`src/rtl/cpa_pkg.sv`:
```
// Shared definitions for the sequential multi-word carry-propagate adder.
// Contents:
//   cpa_seq_state_e - controller states (idle, running slices, result held)
//   idx_width()     - width of the slice index counter for a given word count
package cpa_pkg;

  typedef enum logic [1:0] {
    S_IDLE = 2'd0,
    S_RUN  = 2'd1,
    S_DONE = 2'd2
  } cpa_seq_state_e;

  // A single-word adder still needs a 1-bit index so the counter is never
  // zero-width.
  function automatic int idx_width(input int words);
    return (words > 1) ? $clog2(words) : 1;
  endfunction

endpackage

```
`src/rtl/rca_nbits.sv`:
```
// N-bit ripple-carry adder, purely combinational.
// Ports:
//   a, b  in  BITS  addends
//   ci    in  1     carry-in to bit 0
//   s     out BITS  sum
//   co    out 1     carry-out of the top bit
module rca_nbits #(
  parameter int BITS = 32
) (
  input  logic [BITS-1:0] a,
  input  logic [BITS-1:0] b,
  input  logic            ci,
  output logic [BITS-1:0] s,
  output logic            co
);

  // The carry is walked through a single variable so the chain is one
  // evaluation rather than a feedback loop through a vector.
  always_comb begin
    logic carry;
    carry = ci;
    s     = '0;
    for (int i = 0; i < BITS; i++) begin
      s[i]  = a[i] ^ b[i] ^ carry;
      carry = (a[i] & b[i]) | (carry & (a[i] ^ b[i]));
    end
    co = carry;
  end

endmodule

```
`src/rtl/cpa_seq_multiword.sv`:
```
// Sequential multi-word carry-propagate adder. Adds two WORDS*BITS-bit
// operands one BITS-bit slice per cycle (least-significant first) through a
// single rca_nbits, holding the inter-slice carry in a register.
// Ports:
//   clk, rst             clock and synchronous active-high reset
//   in_valid / in_ready  operand handshake (a, b, ci)
//   a, b                 W-bit operands, ci carry-in to slice 0
//   out_valid / out_ready result handshake
//   s                    W-bit sum (modulo 2^W)
//   co                   carry-out of the top slice
//   ovf                  two's-complement signed overflow of the W-bit add
module cpa_seq_multiword
  import cpa_pkg::*;
#(
  parameter int BITS  = 32,
  parameter int WORDS = 4
) (
  input  logic                  clk,
  input  logic                  rst,
  input  logic                  in_valid,
  output logic                  in_ready,
  input  logic [WORDS*BITS-1:0] a,
  input  logic [WORDS*BITS-1:0] b,
  input  logic                  ci,
  output logic                  out_valid,
  input  logic                  out_ready,
  output logic [WORDS*BITS-1:0] s,
  output logic                  co,
  output logic                  ovf
);

  localparam int W  = WORDS * BITS;
  localparam int IW = idx_width(WORDS);

  cpa_seq_state_e  state;
  logic [W-1:0]    a_q;
  logic [W-1:0]    b_q;
  logic            carry_q;
  logic [IW-1:0]   idx;

  logic [BITS-1:0] a_slice;
  logic [BITS-1:0] b_slice;
  logic [BITS-1:0] sum_slice;
  logic            add_co;
  logic            last_slice;
  logic            run;

  assign a_slice    = a_q[int'(idx) * BITS +: BITS];
  assign b_slice    = b_q[int'(idx) * BITS +: BITS];
  assign last_slice = (idx == IW'(WORDS - 1));
  assign run        = (state == S_RUN);

  rca_nbits #(.BITS(BITS)) u_rca (
    .a  (a_slice),
    .b  (b_slice),
    .ci (carry_q),
    .s  (sum_slice),
    .co (add_co)
  );

  // Handshake outputs decode the state directly; reset masks in_ready so a
  // request coinciding with reset is never seen as accepted.
  assign in_ready  = (state == S_IDLE) && !rst;
  assign out_valid = (state == S_DONE);

  always_ff @(posedge clk) begin
    if (rst) begin
      state   <= S_IDLE;
      a_q     <= '0;
      b_q     <= '0;
      carry_q <= 1'b0;
      idx     <= '0;
      co      <= 1'b0;
      ovf     <= 1'b0;
    end else begin
      case (state)
        S_IDLE: begin
          if (in_valid) begin
            a_q     <= a;
            b_q     <= b;
            carry_q <= ci;
            idx     <= '0;
            state   <= S_RUN;
          end
        end
        S_RUN: begin
          carry_q <= add_co;
          if (last_slice) begin
            // The top slice's sum MSB is bit W-1 of the full result.
            state <= S_DONE;
            co    <= add_co;
            ovf   <= (a_q[W-1] == b_q[W-1]) && (sum_slice[BITS-1] != a_q[W-1]);
          end else begin
            idx <= idx + 1'b1;
          end
        end
        S_DONE: begin
          if (out_ready) state <= S_IDLE;
        end
        default: state <= S_IDLE;
      endcase
    end
  end

  // One register per result word; each loads only on the cycle its slice is
  // on the adder, so the sum stays frozen through DONE and backpressure.
  generate
    for (genvar gi = 0; gi < WORDS; gi++) begin : g_word
      logic [BITS-1:0] word_q;

      always_ff @(posedge clk) begin
        if (rst) begin
          word_q <= '0;
        end else if (run && (idx == IW'(gi))) begin
          word_q <= sum_slice;
        end
      end

      assign s[gi*BITS +: BITS] = word_q;
    end
  endgenerate

endmodule

```
`config.mk`:
```
export PLATFORM = sky130hd
export DESIGN_NAME = cpa_seq_multiword
export DESIGN_NICKNAME = d
export VERILOG_FILES = /design/src/rtl/cpa_pkg.sv /design/src/rtl/rca_nbits.sv /design/src/rtl/cpa_seq_multiword.sv
export SDC_FILE = /design/constraint.sdc
export NUM_CORES = 1
export LEC_CHECK = 0
export BUFFER_PORTS_ARGS = -buffer_cell sky130_fd_sc_hd__buf_2
export CELL_PAD_IN_SITES_DETAIL_PLACEMENT = 1
export CELL_PAD_IN_SITES_GLOBAL_PLACEMENT = 1
export CORE_UTILIZATION = 39
export DETAILED_ROUTE_END_ITERATION = 10
export HOLD_SLACK_MARGIN = 0.15
export PLACE_DENSITY = 0.78
export SLEW_MARGIN = 20
export SYNTH_ARGS = -nofsm -noshare
export SYNTH_HDL_FRONTEND = slang
export SYNTH_HIERARCHICAL = 1
export SYNTH_SLANG_ARGS = --single-unit
```
`constraint.sdc`:
```
create_clock -name clk -period 19.91 [get_ports clk]
set_clock_uncertainty 0.15 [all_clocks]
set_input_delay 2.9865 -clock clk [delete_from_list [all_inputs] [get_ports clk]]
set_output_delay 2.9865 -clock clk [all_outputs]
set_load 0.03 [all_outputs]
```
==> impl_results.md, run 1 <==
- Status: completed
- Final Cycle Share: 75.9%
- CTS tree: built
- Via-per-instance ratio: 5.15
- Total routed wirelength: 52600 um
- Critical path fanouts, max: 36
- Fin area: between 15000 and 20000 um2
- Max-cap viol count: 0
- Endpoints failing setup: 0
- Placer Congestion: 0.822
- Die ar.: 41500 um2
- Final #Nets: 2439
- Layout cells sized above 1: 24.7%
- VDD IR max: roughly 0.000047 V
- Mapped Area: 15900 um2
- FILL cells: 4819
- Initial core utilization: 39.8%
- Sequential cell area: 7840 um2
- CTS Root Cell: clkbuf_16
- # rows: 73
- Mean area per synthesized cell: 8.65 um2
- Global-route wire length before repair: approximately 79000 um
- CP dominant cell by count: fa_1
- CP max stage cell: dfxtp_4
- Placed wire-length estimate: 36700 um
- Area growth from synthesis to layout: 21.1%
- Sequential fraction of the synthesis area: between 40% and 50%
- LEAKAGE: 7.85 nW
- Core area: 39900 um2
- Worst-margin pin slew: about 1.4 ns
- Clock share of power: 41.9%
- Netlist cell types: 25
- Routed Antenna Nets: 0
- Nature of the critical path startpoint: flip-flop
- Port buffer count: ~390
- RSZ-0062 raised after global routing: false
- Logic pwr share: roughly an eighth
- Critical path class: reg2reg
- Largest net degree at the start of global routing: 260
- Async SR Flop Fraction: 0%
- Resized Gates After CTS: 0
- Die W: 204 um
- Initial antenna violation count: 9
- Pins Over Slew Limit: 0
- Gr ovfl total: 0
- Syn nets: 2131
- Via count: around 14000
- Largest stage delay, worst path: around 0.83 ns
- Area of the multi-input gates: 7160 um2
- 1st-iter DRT viols: 732
- Top FF cell, synth: dfxtp_1
- Residual DRC: 0
- H-Tree Depth: 2
- Hold Crit Class: reg2reg
- Max-slew headroom: between 8 and 9%
- PD cells: 96.1 nW/um2
- IO Pins: 393
- CTS hold repair buffers: 0
- Minimum clock period: between 15 and 20 ns
- Int Power: 0.00136 W
- Setup TNS: 0 ns
- Max Root-Sink Buffers: 3
- CTS sink count: ~400
- FF+latch count, synth: 391
- CP arrival: about 15 ns
- Mapped Cells: 1834
- Sequential share of power: 45.8%
- Yosys warning total: 6
- Initial DRT Pass Iterations: 6
- CP endpoint kind: flip-flop
- Total CTS buffers: 43
- Final Hold Vio Count: 0
- Tot GR Track Use: approximately a quarter
- WP data required: 20.22 ns
- Clock transition at the registers of the reported paths: 0.06 ns
- Drt wl/cell: 19.4 um
- Placed cell area: about 18000 um2
- Sw power: about 0.00048 W
- Clock Latency Late Sink: approximately 0.56 ns
- Post-synth EDFFs: 0
- Die H: 204 um
- Post-CTS setup buffers: 0
- Vias in the first global route: 14171
- Sw Ratio: between 20% and 30%
- Peak Freq: 66.2 MHz
## metrics by stage
step	utilization, %	cells	hold slack (ns)	total power, W	setup WS [ns]
floorplan	-	1834	0.283	0.00101	5.81
global placement	44.6	2621	0.289	0.00108	4.87
detailed placement	44.6	2621	0.294	0.00109	4.81
CTS	48.0	2698	0.302	0.00186	4.75
global route	48.2	2706	0.315	0.00192	4.30
finish	48.2	2708	0.300	0.00185	4.80
## power by group through the flow
stage	combinational (W)	sequential, W	clock [W]
detailed placement	0.000225	0.000863	0
global placement	0.000220	0.000860	0
finish	0.000227	0.000846	0.000774
floorplan	0.000143	0.000862	0
CTS	0.000227	0.000847	0.000789
global route	0.000249	0.000851	0.000819
## critical path, delay by kind of cell, from the launching register on
| kind | cells | cell delay, ns |
|---|---|---|
| AOI/OAI and AO/OA | 2 | 0.36 |
| adders and majority gates | 32 | 12.69 |
| buffers and inverters | 4 | 0.36 |
| DFF | 1 | 0.83 |
| muxes | 1 | 0.62 |
## layout make-up
cell class                 count  area share, %
sequential                   391           40.8
tap                          525           3.42
antenna                        9          0.117
inverter                      13          0.254
clock inverter                 7          0.312
multi-input combinational   1285           37.3
timing repair buffer         408           11.1
clock buffer                  70           6.76
## state kept, by name, indices dropped and copies added, names as in the netlist
signal,cells
g_word.word_q,128
state,2
ovf,1
carry_q,1
co,1
b_q,128
idx,2
a_q,128
## routing by layer
layer / global-route usage [%] / vias up / share of wire [%]
li1: - / 6641 / -
met1: 34.6 / 6774 / 46
met2: 38.4 / 441 / 45
met3: 4.83 / 75 / 6.6
met4: 8.92 / 2 / 2.5
met5: 0 / - / 0.025
## cell usage after synthesis (5+ instances only)
master / count / area, um2
nand2_1: 771 / 2890
inv_1: 13 / 48.8
dfxtp_1: 391 / 7830
fa_1: 32 / 641
buf_4: 8 / 60.1
buf_2: 46 / 230
clkbuf_1: 60 / 225
mux4_2: 64 / 1440
buf_6: 27 / 304
nand3b_1: 5 / 37.5
a21oi_1: 388 / 1940
## final timing paths
path	start	endpoint	slack, ns	cells past startpoint
worst max-delay path	idx[0]$_SDFFE_PP0P_	ovf$_SDFFE_PP0P_	4.80	39
worst min-delay path	g_word[3].word_q[20]$_SDFFE_PP0P_	g_word[3].word_q[20]$_SDFFE_PP0P_	0.30	2
worst min register to register	g_word[3].word_q[20]$_SDFFE_PP0P_	g_word[3].word_q[20]$_SDFFE_PP0P_	0.30	2
worst max register to register	idx[0]$_SDFFE_PP0P_	ovf$_SDFFE_PP0P_	4.80	39
## cells in the final DEF (no fill, tap or decap), types with 3 or more instances in the layout
| cell type | synthesis | final |
|---|---|---|
| clkbuf_8 | 0 | 8 |
| and3b_1 | 4 | 4 |
| dfxtp_1 | 391 | 389 |
| nand3b_1 | 5 | 5 |
| a21oi_1 | 388 | 388 |
| fa_1 | 32 | 32 |
| mux4_2 | 64 | 64 |
| diode_2 | 0 | 9 |
| clkbuf_16 | 0 | 45 |
| buf_2 | 46 | 391 |
| nor2_1 | 3 | 3 |
| inv_1 | 13 | 13 |
| buf_4 | 8 | 13 |
| clkbuf_1 | 60 | 17 |
| ha_1 | 4 | 4 |
| nand2_1 | 771 | 771 |
| clkinv_2 | 0 | 6 |
## logic make-up (layout without fill, tap and decap cells)
kind of cell / Yosys count / in the layout / synth area share [%]
AO/OA/AOI/OAI: 392 / 392 / 12.4
adder cells (fa/ha/maj): 36 / 36 / 4.35
buffers and inverters: 158 / 498 / 5.57
flip-flops: 391 / 391 / 49.3
multiplexers: 64 / 64 / 9.08
other: 0 / 9 / 0
AND/OR/NAND/NOR: 793 / 793 / 19.2
Note: power is estimated with default switching activity, not from simulation.
==> inputs of run 2 (changes only) <==
- clock period: 19.91 -> 14.7 ns (I/O delays scaled with it)
==> run 2 against run 1 <==
Compared with the run above: setup slack worse by 4.4 ns; combinational power is 40% higher; total power is 36% higher; sequential share of layout area is 0.053 points lower; final cell count is 0.11% lower; critical path depth stayed put; largest cell class unchanged; clock power is 37% higher; routed wire length is 1.1% higher.
==> impl_results.md, run 2 (synthesis results as in run 1) <==
- CP endpoint kind: flip-flop
- Sequential share of power: 45.4% (-0.4 points)
- LEAKAGE: 7.85 nW (about the same)
- Critical path class: reg2reg
- Residual DRC: 0 (unchanged)
- Gr ovfl total: 0 (unchanged)
- Nature of the critical path startpoint: flip-flop
- Critical path fanouts, max: 6 (-83%)
- Area growth from synthesis to layout: 21.3%
- Routed Antenna Nets: 0 (unchanged)
- CTS sink count: 391 (unchanged)
- Peak Freq: 70.0 MHz (+5.7%)
- Placed cell area: 17800 um2 (+0.13%)
- PD cells: 130 nW/um2 (+36%)
- Via-per-instance ratio: 5.19 (+0.81%)
- Largest net degree at the start of global routing: 258 (-0.77%)
- Core area: 39900 um2 (unchanged)
- Initial DRT Pass Iterations: 5 (-1)
- Hold Path Depth: 2 (unchanged)
- 1st-iter DRT viols: 893 (+22%)
- Final WS setup: 0.411 ns (-4.39 ns)
- Cells on worst reg2reg path: 39 (unchanged)
- Biggest regs: a_q (128), b_q (128), g_word.word_q (128)
- Fin area: 19200 um2 (+0.13%)
- Initial antenna violation count: 9 (unchanged)
- Hold endpoint: a_q[58]$_SDFFE_PP0P_
- Met3 WL post-DR: 3300 um (-5.0%)
- VDD IR max: 0.0000780 V (+67%)
- Hold Crit Start: a_q[58]$_SDFFE_PP0P_
- Die H: 204 um (unchanged)
- Port buffer count: 392 (unchanged)
- # rows: 73 (unchanged)
- Final Hold Vio Count: 0 (unchanged)
- Pins Over Slew Limit: 0 (unchanged)
- Dpl cells: 2624 (+0.11%)
- CP max stage cell: mux4_2
- Largest stage delay, worst path: 0.52 ns (-0.31 ns)
- Global-route wire length before repair: 80500 um (+1.3%)
- Endpoints failing setup: 0 (unchanged)
- Int Power: 0.00184 W (+35%)
- Drt wl/cell: 19.6 um (+1.2%)
- Worst R2R Setup Slack: 0.41 ns (-4.39 ns)
- Final Cycle Share: 97.2% (+21 points)
- Via count: 14030 (+0.70%)
- CTS Root Cell: clkbuf_16
- Vias in the first global route: 14190 (+0.13%)
- Sw power: 0.000667 W (+38%)
- CTS tree: built
- Max Root-Sink Buffers: 3 (unchanged)
- CTS hold repair buffers: 0 (unchanged)
- H-Tree Depth: 2 (unchanged)
- Final #Nets: 2442 (+0.12%)
- Clock transition at the registers of the reported paths: 0.06 ns (about the same)
- Total CTS buffers: 43 (unchanged)
- Hold Crit Class: reg2reg
- Placed wire-length estimate: 36900 um (+0.50%)
- Total routed wirelength: 53100 um (+1.1%)
- Commonest non-fill, non-tap cell in the layout: nand2_1
- DR top layer: met5
- Finished Core Util: 48.2% (+0.063 points)
- Clock share of power: 42.0% (about the same)
- Logic pwr share: 12.6% (+0.3 points)
- Sw Ratio: 26.6% (+0.34 points)
- Tot GR Track Use: 25.2% (+0.34 points)
- WP data required: 15.01 ns (-5.21 ns)
- DR WL met2: 24200 um (+2.3%)
- IO Pins: 393 (unchanged)
- Clock Latency Late Sink: 0.57 ns (about the same)
- Minimum clock period: 14.29 ns (-0.821 ns)
- Setup TNS: 0 ns (unchanged)
- Max-slew headroom: 16.4% (+7.9 points)
- Non-filler cells, final: 2705 (-0.11%)
- Max-cap viol count: 0 (unchanged)
- Status: completed
- Die ar.: 41500 um2 (unchanged)
- CP arrival: 14.60 ns (-0.82 ns)
- Die W: 204 um (unchanged)
- Wl on met1: 24600 um (+1.9%)
- CP dominant cell by count: fa_1
- Placer Congestion: 0.827 (+0.56%)
- Initial core utilization: 39.8% (unchanged)
- Setup WS pre-CTS: 0.0963 ns (-4.71 ns)
- Layout cells sized above 1: 25.3% (+0.60 points)
- Worst-margin pin slew: 1.25 ns (-0.118 ns)
- RR Endpoint: ovf$_SDFFE_PP0P_
- Commonest cells after routing, fill and taps aside: nand2_1, buf_2, dfxtp_1
- Reg-to-Reg Start: idx[0]$_SDFFE_PP0P_
## run 2: cell count changes in the layout (fill, tap and decap cells not counted), sizes merged
| cell | previous run | this run |
|---|---|---|
| clkinv | 6 | 7 |
| diode | 9 | 6 |
| buf | 408 | 411 |
| inv | 13 | 14 |
| clkbuf | 70 | 65 |
## run 2: layout make-up
type	instances	area, um2
fillers	4808	20700
diodes	6	15.0
flip-flops and latches	391	7840
clock buffers	65	1280
multi-input cells	1285	7180
clock inverters	9	88.8
well taps	525	657
repair buffers	411	2140
inverters	13	48.8
## run 2: power groups by stage
stage	Clock (W)	Combinational, W	Sequential, W
after floorplan	0	0.000194	0.00117
after CTS	0.00108	0.000316	0.00114
after detailed placement	0	0.000313	0.00116
after global placement	0	0.000306	0.00116
final	0.00106	0.000317	0.00114
after global routing	0.00112	0.000345	0.00115
## run 2: stage by stage
| stage | total power, W | hold WS, ns |
|---|---|---|
| after floorplan | 0.00136 | 0.283 |
| after global placement | 0.00147 | 0.289 |
| after detailed placement | 0.00148 | 0.295 |
| after CTS | 0.00253 | 0.304 |
| after global routing | 0.00261 | 0.319 |
| final | 0.00251 | 0.302 |
## run 2: worst max path at each step
stage / end / from / slack, ns
3_3_place_gp: ovf$_SDFFE_PP0P_ / idx[0]$_SDFFE_PP0P_ / 0.22
4_1_cts: ovf$_SDFFE_PP0P_ / idx[0]$_SDFFE_PP0P_ / 0.05
3_5_place_dp: ovf$_SDFFE_PP0P_ / idx[0]$_SDFFE_PP0P_ / 0.1
5_1_grt: ovf$_SDFFE_PP0P_ / idx[0]$_SDFFE_PP0P_ / -0.03
2_1_floorplan: ovf$_SDFFE_PP0P_ / idx[0]$_SDFFE_PP0P_ / 0.60
6_report: ovf$_SDFFE_PP0P_ / idx[0]$_SDFFE_PP0P_ / 0.41
## run 2: routing by layer
metal / track usage (%) / vias up
li1: - / 6651
met1: 35.8 / 6869
met2: 39.4 / 430
met3: 4.14 / 74
met4: 7.28 / 6
met5: 0 / -
## run 2: critical path, delay by kind of cell (launching register included)
kind | cells | cell delay (ns)
compound gates | 2 | 0.34
fa+ha+maj | 32 | 12.47
mux | 1 | 0.52
flops | 1 | 0.39
buf+inv | 4 | 0.32
## run 2: timing repair
action                     4_1_cts  5_1_grt
buffers inserted                 0        1
gates resized for setup          0        8
hold endpoints to repair         0        0
setup endpoints to repair        0        5
